`src/rtl/cache_pkg.sv`:
```
// Shared types and constants for the cache fill controller and its helpers.
package cache_pkg;

    typedef enum logic [1:0] {
        IDLE  = 2'd0,
        WRITE = 2'd1,
        FILL  = 2'd2,
        DONE  = 2'd3
    } state_t;

    localparam int BLOCK_WORDS = 8;
    localparam int OFFSET_BITS = 3;

    localparam logic SEL_I = 1'b0;
    localparam logic SEL_D = 1'b1;

endpackage

```
`src/rtl/cache_fill_ctrl_word_counter.sv`:
```
// Block word-offset counter: synchronous clear beats enable; tc flags the last word.
module word_counter
    import cache_pkg::*;
(
    input  logic                   clk,
    input  logic                   rst,
    input  logic                   clr,
    input  logic                   en,
    output logic [OFFSET_BITS-1:0] count,
    output logic                   tc
);

    always_ff @(posedge clk or posedge rst) begin
        if (rst) begin
            count <= '0;
        end else if (clr) begin
            count <= '0;
        end else if (en) begin
            count <= count + 1'b1;
        end
    end

    assign tc = (count == OFFSET_BITS'(BLOCK_WORDS - 1));

endmodule

```
`src/rtl/cache_fill_ctrl.sv`:
```
// Miss/stall responder: streams 8-word block fills from memory into the I or D cache
// and performs single-cycle write-through stores.
module cache_fill_ctrl
    import cache_pkg::*;
#(
    parameter int ADDR_W      = 16,
    parameter int DATA_W      = 16,
    parameter int BLOCK_WORDS = 8
) (
    input  logic              clk,
    input  logic              rst,
    input  logic              instr_miss,
    input  logic [ADDR_W-1:0] instr_addr,
    input  logic              data_miss,
    input  logic              data_wr,
    input  logic [ADDR_W-1:0] data_addr,
    input  logic [DATA_W-1:0] data_wdata,
    input  logic [DATA_W-1:0] mem_rdata,
    input  logic              mem_rvalid,
    output logic              mem_en,
    output logic              mem_wr,
    output logic [ADDR_W-1:0] mem_addr,
    output logic [DATA_W-1:0] mem_wdata,
    output logic              fill_sel,
    output logic              fill_wen,
    output logic [ADDR_W-1:0] fill_addr,
    output logic [DATA_W-1:0] fill_word,
    output logic              tag_wen,
    output logic              F_stall,
    output logic              M_stall
);

    localparam int BASE_LSB = $clog2(BLOCK_WORDS) + 1;
    localparam logic [ADDR_W-1:0] BASE_MASK = ~ADDR_W'((32'd1 << BASE_LSB) - 32'd1);

    state_t            state_reg, state_next;
    logic [ADDR_W-1:0] base_reg;     // block-aligned address of the fill in progress
    logic              sel_reg;
    logic              issued_reg;   // all reads of the block have been issued

    logic [OFFSET_BITS-1:0] issue_cnt, rx_cnt;
    logic                   issue_tc, rx_tc;
    logic                   cnt_clr, issue_en, rx_en;
    logic [ADDR_W-1:0]      issue_off, rx_off;

    assign cnt_clr  = (state_reg != FILL);
    assign issue_en = (state_reg == FILL) && !issued_reg;
    assign rx_en    = (state_reg == FILL) && mem_rvalid;

    word_counter u_issue_cnt (
        .clk   (clk),
        .rst   (rst),
        .clr   (cnt_clr),
        .en    (issue_en),
        .count (issue_cnt),
        .tc    (issue_tc)
    );

    word_counter u_rx_cnt (
        .clk   (clk),
        .rst   (rst),
        .clr   (cnt_clr),
        .en    (rx_en),
        .count (rx_cnt),
        .tc    (rx_tc)
    );

    assign issue_off = {{(ADDR_W-OFFSET_BITS-1){1'b0}}, issue_cnt, 1'b0};
    assign rx_off    = {{(ADDR_W-OFFSET_BITS-1){1'b0}}, rx_cnt, 1'b0};

    always_ff @(posedge clk or posedge rst) begin
        if (rst) begin
            state_reg  <= IDLE;
            base_reg   <= '0;
            sel_reg    <= SEL_I;
            issued_reg <= 1'b0;
        end else begin
            state_reg <= state_next;
            // D side is the older instruction, so it wins over a concurrent I miss
            if (state_reg == IDLE && !data_wr) begin
                if (data_miss) begin
                    base_reg <= data_addr & BASE_MASK;
                    sel_reg  <= SEL_D;
                end else if (instr_miss) begin
                    base_reg <= instr_addr & BASE_MASK;
                    sel_reg  <= SEL_I;
                end
            end
            if (state_reg != FILL) begin
                issued_reg <= 1'b0;
            end else if (issue_en && issue_tc) begin
                issued_reg <= 1'b1;
            end
        end
    end

    always_comb begin
        state_next = state_reg;
        mem_en     = 1'b0;
        mem_wr     = 1'b0;
        mem_addr   = '0;
        mem_wdata  = '0;
        fill_sel   = SEL_I;
        fill_wen   = 1'b0;
        fill_addr  = '0;
        fill_word  = '0;
        tag_wen    = 1'b0;
        unique case (state_reg)
            IDLE: begin
                if (data_wr) begin
                    state_next = WRITE;
                end else if (data_miss || instr_miss) begin
                    state_next = FILL;
                end
            end
            WRITE: begin
                mem_en     = 1'b1;
                mem_wr     = 1'b1;
                mem_addr   = data_addr;
                mem_wdata  = data_wdata;
                state_next = IDLE;
            end
            FILL: begin
                fill_sel = sel_reg;
                if (!issued_reg) begin
                    mem_en   = 1'b1;
                    mem_addr = base_reg | issue_off;
                end
                if (mem_rvalid) begin
                    fill_wen  = 1'b1;
                    fill_addr = base_reg | rx_off;
                    fill_word = mem_rdata;
                    if (rx_tc) begin
                        tag_wen    = 1'b1;
                        state_next = DONE;
                    end
                end
            end
            DONE: begin
                state_next = IDLE;
            end
            default: begin
                state_next = IDLE;
            end
        endcase
    end

    assign F_stall = instr_miss || (state_reg != IDLE);
    assign M_stall = data_miss
                  || (data_wr && (state_reg == IDLE))
                  || ((state_reg != IDLE) && (state_reg != DONE) && (sel_reg == SEL_D))
                  || (state_reg == WRITE);

endmodule

```
`config.mk`:
```
export PLATFORM = sky130hd
export DESIGN_NAME = cache_fill_ctrl
export DESIGN_NICKNAME = d
export VERILOG_FILES = /design/src/rtl/cache_pkg.sv /design/src/rtl/cache_fill_ctrl_word_counter.sv /design/src/rtl/cache_fill_ctrl.sv
export SDC_FILE = /design/constraint.sdc
export NUM_CORES = 1
export LEC_CHECK = 0
export ABC_AREA = 1
export CORE_UTILIZATION = 36
export CTS_BUF_LIST = sky130_fd_sc_hd__clkbuf_2 sky130_fd_sc_hd__clkbuf_4 sky130_fd_sc_hd__clkbuf_8
export DETAILED_ROUTE_END_ITERATION = 10
export PLACE_DENSITY = 0.84
export SLEW_MARGIN = 20
export SYNTH_ARGS = -nofsm -noshare
export SYNTH_HDL_FRONTEND = slang
export SYNTH_SLANG_ARGS = --single-unit
```
`constraint.sdc`:
```
create_clock -name clk -period 1.65 [get_ports clk]
set_clock_uncertainty 0.1 [all_clocks]
set_input_delay 0.33 -clock clk [delete_from_list [all_inputs] [get_ports clk]]
set_output_delay 0.33 -clock clk [all_outputs]
set_load 0.005 [all_outputs]
```
==> run metrics, run 1 <==
WP data arrival=about 1.7 ns; Slew Limit Fails=0; DRC violations left=0; initial core utilization=37.6%; Startpoint Class=flip-flop; RSZ-0062 raised after global routing=true; failing checks=setup timing; commonest non-fill, non-tap cell in the layout=clkdlybuf4s50_1; final setup violation count=70; final-stage net count=543; CTS buffer count=3; Placed Instances=roughly 510; Pleak=2.22 nW; number of global-route vias before repair=2,451; crit path launch=state_reg[0]$_DFFE_PP0P_; final setup margin=-0.474 ns; fill cell count=between 300 and 400; worst-path fanout max=8; initial antenna violation count=0; core area=5110 sq um; initial DRC count=161; met3 WL=578 microns; Synth Area in Simple Gates=29.5%; DIE HEIGHT=75.0 microns; H-Tree Level Count=1; Synth top area share=28.7%; Avg Inst Size Synth=6.62 sq um; Max-cap violations=0; I/O Buffers=135; commonest cells after routing, fill and taps aside=65 x clkdlybuf4s50_1, 54 x buf_2, 50 x inv_1; Layout Utilization=80.9%; WHS=between 0.2 and 0.3 ns; Die Area=5630 sq um; Congestion Overflow GR=0; layout cell share with drive strength beyond 1=53.3%; Hold Crit Class=input pin to asynchronous set/reset pin; met2 wire length=4.52 mm; Area Growth Syn to Fin=115%; synthesis warning total=0; GP Congestion=0.850; Tot GR Track Use=27.1%; Peak VDD IR=~0.67 mV; end of the worst register-to-register path=base_reg[14]$_DFFE_PP0P_; Clk Latency, worst-skew pair=0.26 ns; Root Buffer=clkbuf_8; Tmin final=2.12 ns; max reg flops=12; pre-CTS setup slack=-0.602 ns; P per Cell Area=between 1000 and 1500 nW/um^2; period utilization=129%; dpl cell area=3540 sq um; wl on met1=3.01 mm; Critical Path Sink=mem_addr[8]; multi-input logic area=approximately 1500 sq um; clk sinks=22; Diodes inserted=0; Reg2Reg Depth=10; overall power=5.49 mW; CTS tree=built; post-synth top area cell=dfrtp_1; I/O pins=141; first-pass GRT wire length=roughly 11 mm; num rows=26; Max Fclk=471 MHz; critical path class=flip-flop to output pin; Worst-path clk slew=0.09 ns; remaining antenna violation count=0; reg2reg setup slack=0.02 ns; Post-Syn Instances=290; Post-Syn Area=1920 sq um; Synth Area in Adders=5.87%; Vias=2,551; post-route setup TNS=-24.88 ns; post-synthesis sequential area ratio=28.7%; xor/xnor cell area share of the yosys netlist=0%; largest family of logic cells by synthesized area=simple AND/OR/NAND/NOR gates; Pre-antenna DRT Iters=4; Avg WL per Cell=roughly 16 microns; CP required=1.22 ns; sum of net half-perimeters after detailed placement=roughly 4.8 mm; Final Instance Count excl. Fillers=533; Crit. End Element=output pin; outcome=complete, but fails checks; WL final=8.29 mm; Mapped Nets=between 300 and 400; final hold viol count=0; post-synthesis register bit count=22; pin count of the biggest net entering global routing=23; Synth Area in Compound Gates=15.6%; fin area=about 4100 sq um; vias per cell=4.79; Synth cell types=23; Top Layer Used=met4; Crit Reg-Reg Startpoint=state_reg[0]$_DFFE_PP0P_; mux contribution to synthesized area=0%; Seq. cell area=roughly 550 sq um; Die W=75.0 microns; main area contributors after synthesis=dfrtp_1 29%, inv_1 13%, nand2_1 12%; CTS max path bufs=2
## report_power, final
group / internal [mW] / switching (mW) / total [mW]
registers: 0.749 / 0.117 / 0.867
logic: 2.02 / 2.10 / 4.12
clock network: 0.324 / 0.186 / 0.511
## synth_stat cells, drive strengths merged
cell type	number
inv	70
nand3	17
o22ai	6
a21oi	1
o21ai	38
nor2	37
o211ai	1
ha	9
buf	15
conb	1
dfrtp	22
nand2	72
or2	1
## cell families (layout without fill, tap and decap cells)
logic type	after synthesis	count (layout)
AND/OR/NAND/NOR	127	127
buffers and inverters	85	258
AO/OA/AOI/OAI	46	46
flip-flops	22	22
adder cells (fa/ha/maj)	9	9
other	1	1
## worst max-delay path, stage by stage, from the launching register on
cell and delay [ns]:
dfrtp_1 0.41, inv_2 0.09, buf_12 0.11, ha_4 0.15
inv_4 0.04, nor2_4 0.10, nand2_4 0.08, buf_12 0.15
o21ai_2 0.14, buf_2 0.14
## how the worst min path moves through the flow
stage                              from                               end  slack [ns]  depth (start not counted)
3_5_place_dp    base_reg[4]$_DFFE_PP0P_           base_reg[4]$_DFFE_PP0P_        0.42                          2
4_1_cts                             rst  u_issue_cnt.count[1]$_DFFE_PP0P_        0.31                          3
6_report                            rst          base_reg[15]$_DFFE_PP0P_        0.30                          3
2_1_floorplan                       rst          base_reg[10]$_DFFE_PP0P_        0.22                          1
3_3_place_gp   base_reg[11]$_DFFE_PP0P_          base_reg[11]$_DFFE_PP0P_        0.41                          2
5_1_grt                             rst          base_reg[11]$_DFFE_PP0P_        0.33                          3
## per-layer routing
layer	GRT usage, %	up-vias
met5	0	-
met4	12.4	0
met3	4.42	13
met2	52.0	136
met1	28.9	1179
li1	-	1223
## cell type report
cell class                 count  share of cell area, %
clock inverter                 1                  0.727
tap                           70                   2.12
inverter                      70                   6.48
timing repair buffer         184                   40.7
sequential                    22                   13.3
clock buffer                   3                  0.999
multi-input combinational    183                   35.6
## repair_timing
item | CTS | global route
gates resized for setup | 371 | 93
setup buffers | 13 | 6
cloned | 4 | 0
pin swaps | 11 | 9
hold buffers | 0 | 0
endpoints found under the setup margin | 70 | 72
Note: power is estimated with default switching activity, not from simulation.
==> run 2: changes to the inputs <==
==> constraint.sdc (replaced) <==
create_clock -name clk -period 1.65 [get_ports clk]
set_clock_uncertainty 0.1 [all_clocks]
set_input_delay 0.33 -clock clk [delete_from_list [all_inputs] [get_ports clk]]
set_output_delay 0.33 -clock clk [all_outputs]
set_load 0.01 [all_outputs]
==> run metrics, run 2 (synthesis results as in run 1) <==
outcome=complete, but fails checks; failing checks=setup timing; reg2reg setup slack=0.09 ns (+0.07 ns); layout cell share with drive strength beyond 1=44.4% (-9.0 points); num rows=26 (unchanged); Crit. End Element=output pin; Clk Latency, worst-skew pair=0.26 ns (about the same); Startpoint Class=flip-flop; Pleak=2.09 nW (-5.8%); initial antenna violation count=0 (unchanged); Max Fclk=497 MHz (+5.5%); Diodes inserted=0 (unchanged); Peak VDD IR=0.677 mV (+0.83%); DRC violations left=0 (unchanged); Avg WL per Cell=15.2 microns (-2.4%); Tot GR Track Use=24.3% (-2.8 points); P per Cell Area=1250 nW/um^2 (-6.0%); RSZ-0062 raised after global routing=true; CTS buffer count=3 (unchanged); remaining antenna violation count=0 (unchanged); multi-input logic area=1380 sq um (-6.5%); CTS max path bufs=2 (unchanged); final-stage net count=533 (-1.8%); clk sinks=22 (unchanged); period utilization=122% (-6.7 points); CP required=1.22 ns (about the same); Congestion Overflow GR=0 (unchanged); CTS tree=built; Hold Crit Class=input pin to asynchronous set/reset pin; Vias=2,515 (-1.4%); pin count of the biggest net entering global routing=23 (unchanged); Die Area=5630 sq um (unchanged); Slew Limit Fails=0 (unchanged); dpl cell area=3540 sq um (+0.14%); commonest cells after routing, fill and taps aside=65 x clkdlybuf4s50_1, 62 x inv_1, 57 x nand2_1; I/O pins=141 (unchanged); H-Tree Level Count=1 (unchanged); I/O Buffers=135 (unchanged); Tmin final=2.01 ns (-0.111 ns); Max-cap violations=0 (unchanged); Seq. cell area=551 sq um (unchanged); overall power=5.07 mW (-7.8%); max reg flops=12 (unchanged); core area=5110 sq um (unchanged); vias per cell=4.81 (+0.47%); sum of net half-perimeters after detailed placement=4.91 mm (+3.4%); DIE HEIGHT=75.0 microns (unchanged); final setup violation count=70 (unchanged); end of the worst register-to-register path=state_reg[0]$_DFFE_PP0P_; final setup margin=-0.363 ns (+0.111 ns); Die W=75.0 microns (unchanged); fill cell count=346 (+8.1%); worst-path fanout max=8 (unchanged); number of global-route vias before repair=2,301 (-6.1%); first-pass GRT wire length=10.4 mm (-8.4%); Reg2Reg Depth=10 (unchanged); GP Congestion=0.798 (-6.0%); initial core utilization=37.6% (unchanged); critical path class=flip-flop to output pin; WP data arrival=1.58 ns (-0.11 ns); final hold viol count=0 (unchanged); Crit Reg-Reg Startpoint=state_reg[0]$_DFFE_PP0P_; WL final=7.93 mm (-4.3%); Area Growth Syn to Fin=111%; Pre-antenna DRT Iters=4 (unchanged); commonest non-fill, non-tap cell in the layout=clkdlybuf4s50_1; Worst-path clk slew=0.08 ns (about the same); fin area=4050 sq um (-1.9%); Root Buffer=clkbuf_8; initial DRC count=105 (-35%)
==> run 2: cell types whose count changed in the layout (fill, tap and decap cells not counted), sizes merged <==
cell,previous run,this run
bufinv,1,0
buf,119,103
clkbuf,3,7
clkdlybuf4s15,0,3
==> run 2: cell type report <==
type	instances	share of cell area, %
Tap cell	70	2.16
Sequential cell	22	13.6
Inverter	70	6.61
Clock buffer	4	1.36
Timing Repair Buffer	174	42.3
Multi-Input combinational cell	183	34.0
==> run 2: worst max path at each step <==
| stage | startpoint | endpoint | cells after the start |
|---|---|---|---|
| 3_3_place_gp | mem_rvalid | fill_addr[7] | 5 |
| 5_1_grt | state_reg[0]$_DFFE_PP0P_ | mem_addr[6] | 6 |
| 6_report | state_reg[0]$_DFFE_PP0P_ | mem_addr[7] | 6 |
| 3_5_place_dp | state_reg[0]$_DFFE_PP0P_ | mem_addr[1] | 6 |
| 4_1_cts | state_reg[0]$_DFFE_PP0P_ | M_stall | 5 |
| 2_1_floorplan | state_reg[0]$_DFFE_PP0P_ | fill_addr[10] | 6 |
==> run 2: power breakdown <==
group	total, mW	internal (mW)	switching [mW]
logic	3.82	1.79	2.03
registers	0.856	0.750	0.106
clock network	0.395	0.213	0.182
total	5.07	2.75	2.31
==> run 2: timing repair <==
item,4_1_cts,5_1_grt
hold buffers,0,0
pin swaps,2,4
gates cloned,3,3
setup buffers,2,4
resized for setup,334,91
endpoints found under the setup margin,70,72
==> run 2: per-layer routing <==
metal | track usage [%] | routed length, microns | up-vias | part of all wire [%]
met5 | 0 | 0 | - | 0
met4 | 4.82 | 256 | 0 | 3.2
met3 | 3.75 | 657 | 28 | 8.3
met2 | 47.1 | 4230 | 134 | 53
met1 | 28.0 | 2790 | 1160 | 35
li1 | - | - | 1193 | -
==> run 2: critical path: stages, from the launching register on <==
cell	delay, ns
dfrtp_1	0.41
buf_4	0.16
ha_4	0.23
buf_12	0.14
nand2_8	0.08
o22ai_2	0.16
buf_2	0.15
==> run 2: stage by stage <==
step / std cells / setup WS, ns / utilization [%] / hold WS (ns) / TNS (ns)
floorplan: 290 / -0.0155 / - / 0.219 / -0.533
detailed placement: 509 / -0.576 / 69.4 / 0.431 / -33.44
finish: 523 / -0.363 / 79.3 / 0.316 / -21.32
CTS: 518 / -0.342 / 69.6 / 0.329 / -18.05
global placement: 509 / -0.513 / 69.4 / 0.431 / -30.65
global route: 523 / -0.419 / 79.3 / 0.346 / -24.96
==> run 3: changes to the inputs <==
- ABC_CLOCK_PERIOD_IN_PS: default -> 1650
==> results of run 3 <==
No change in the layout: final DEF, timing and power equal those of run 2.
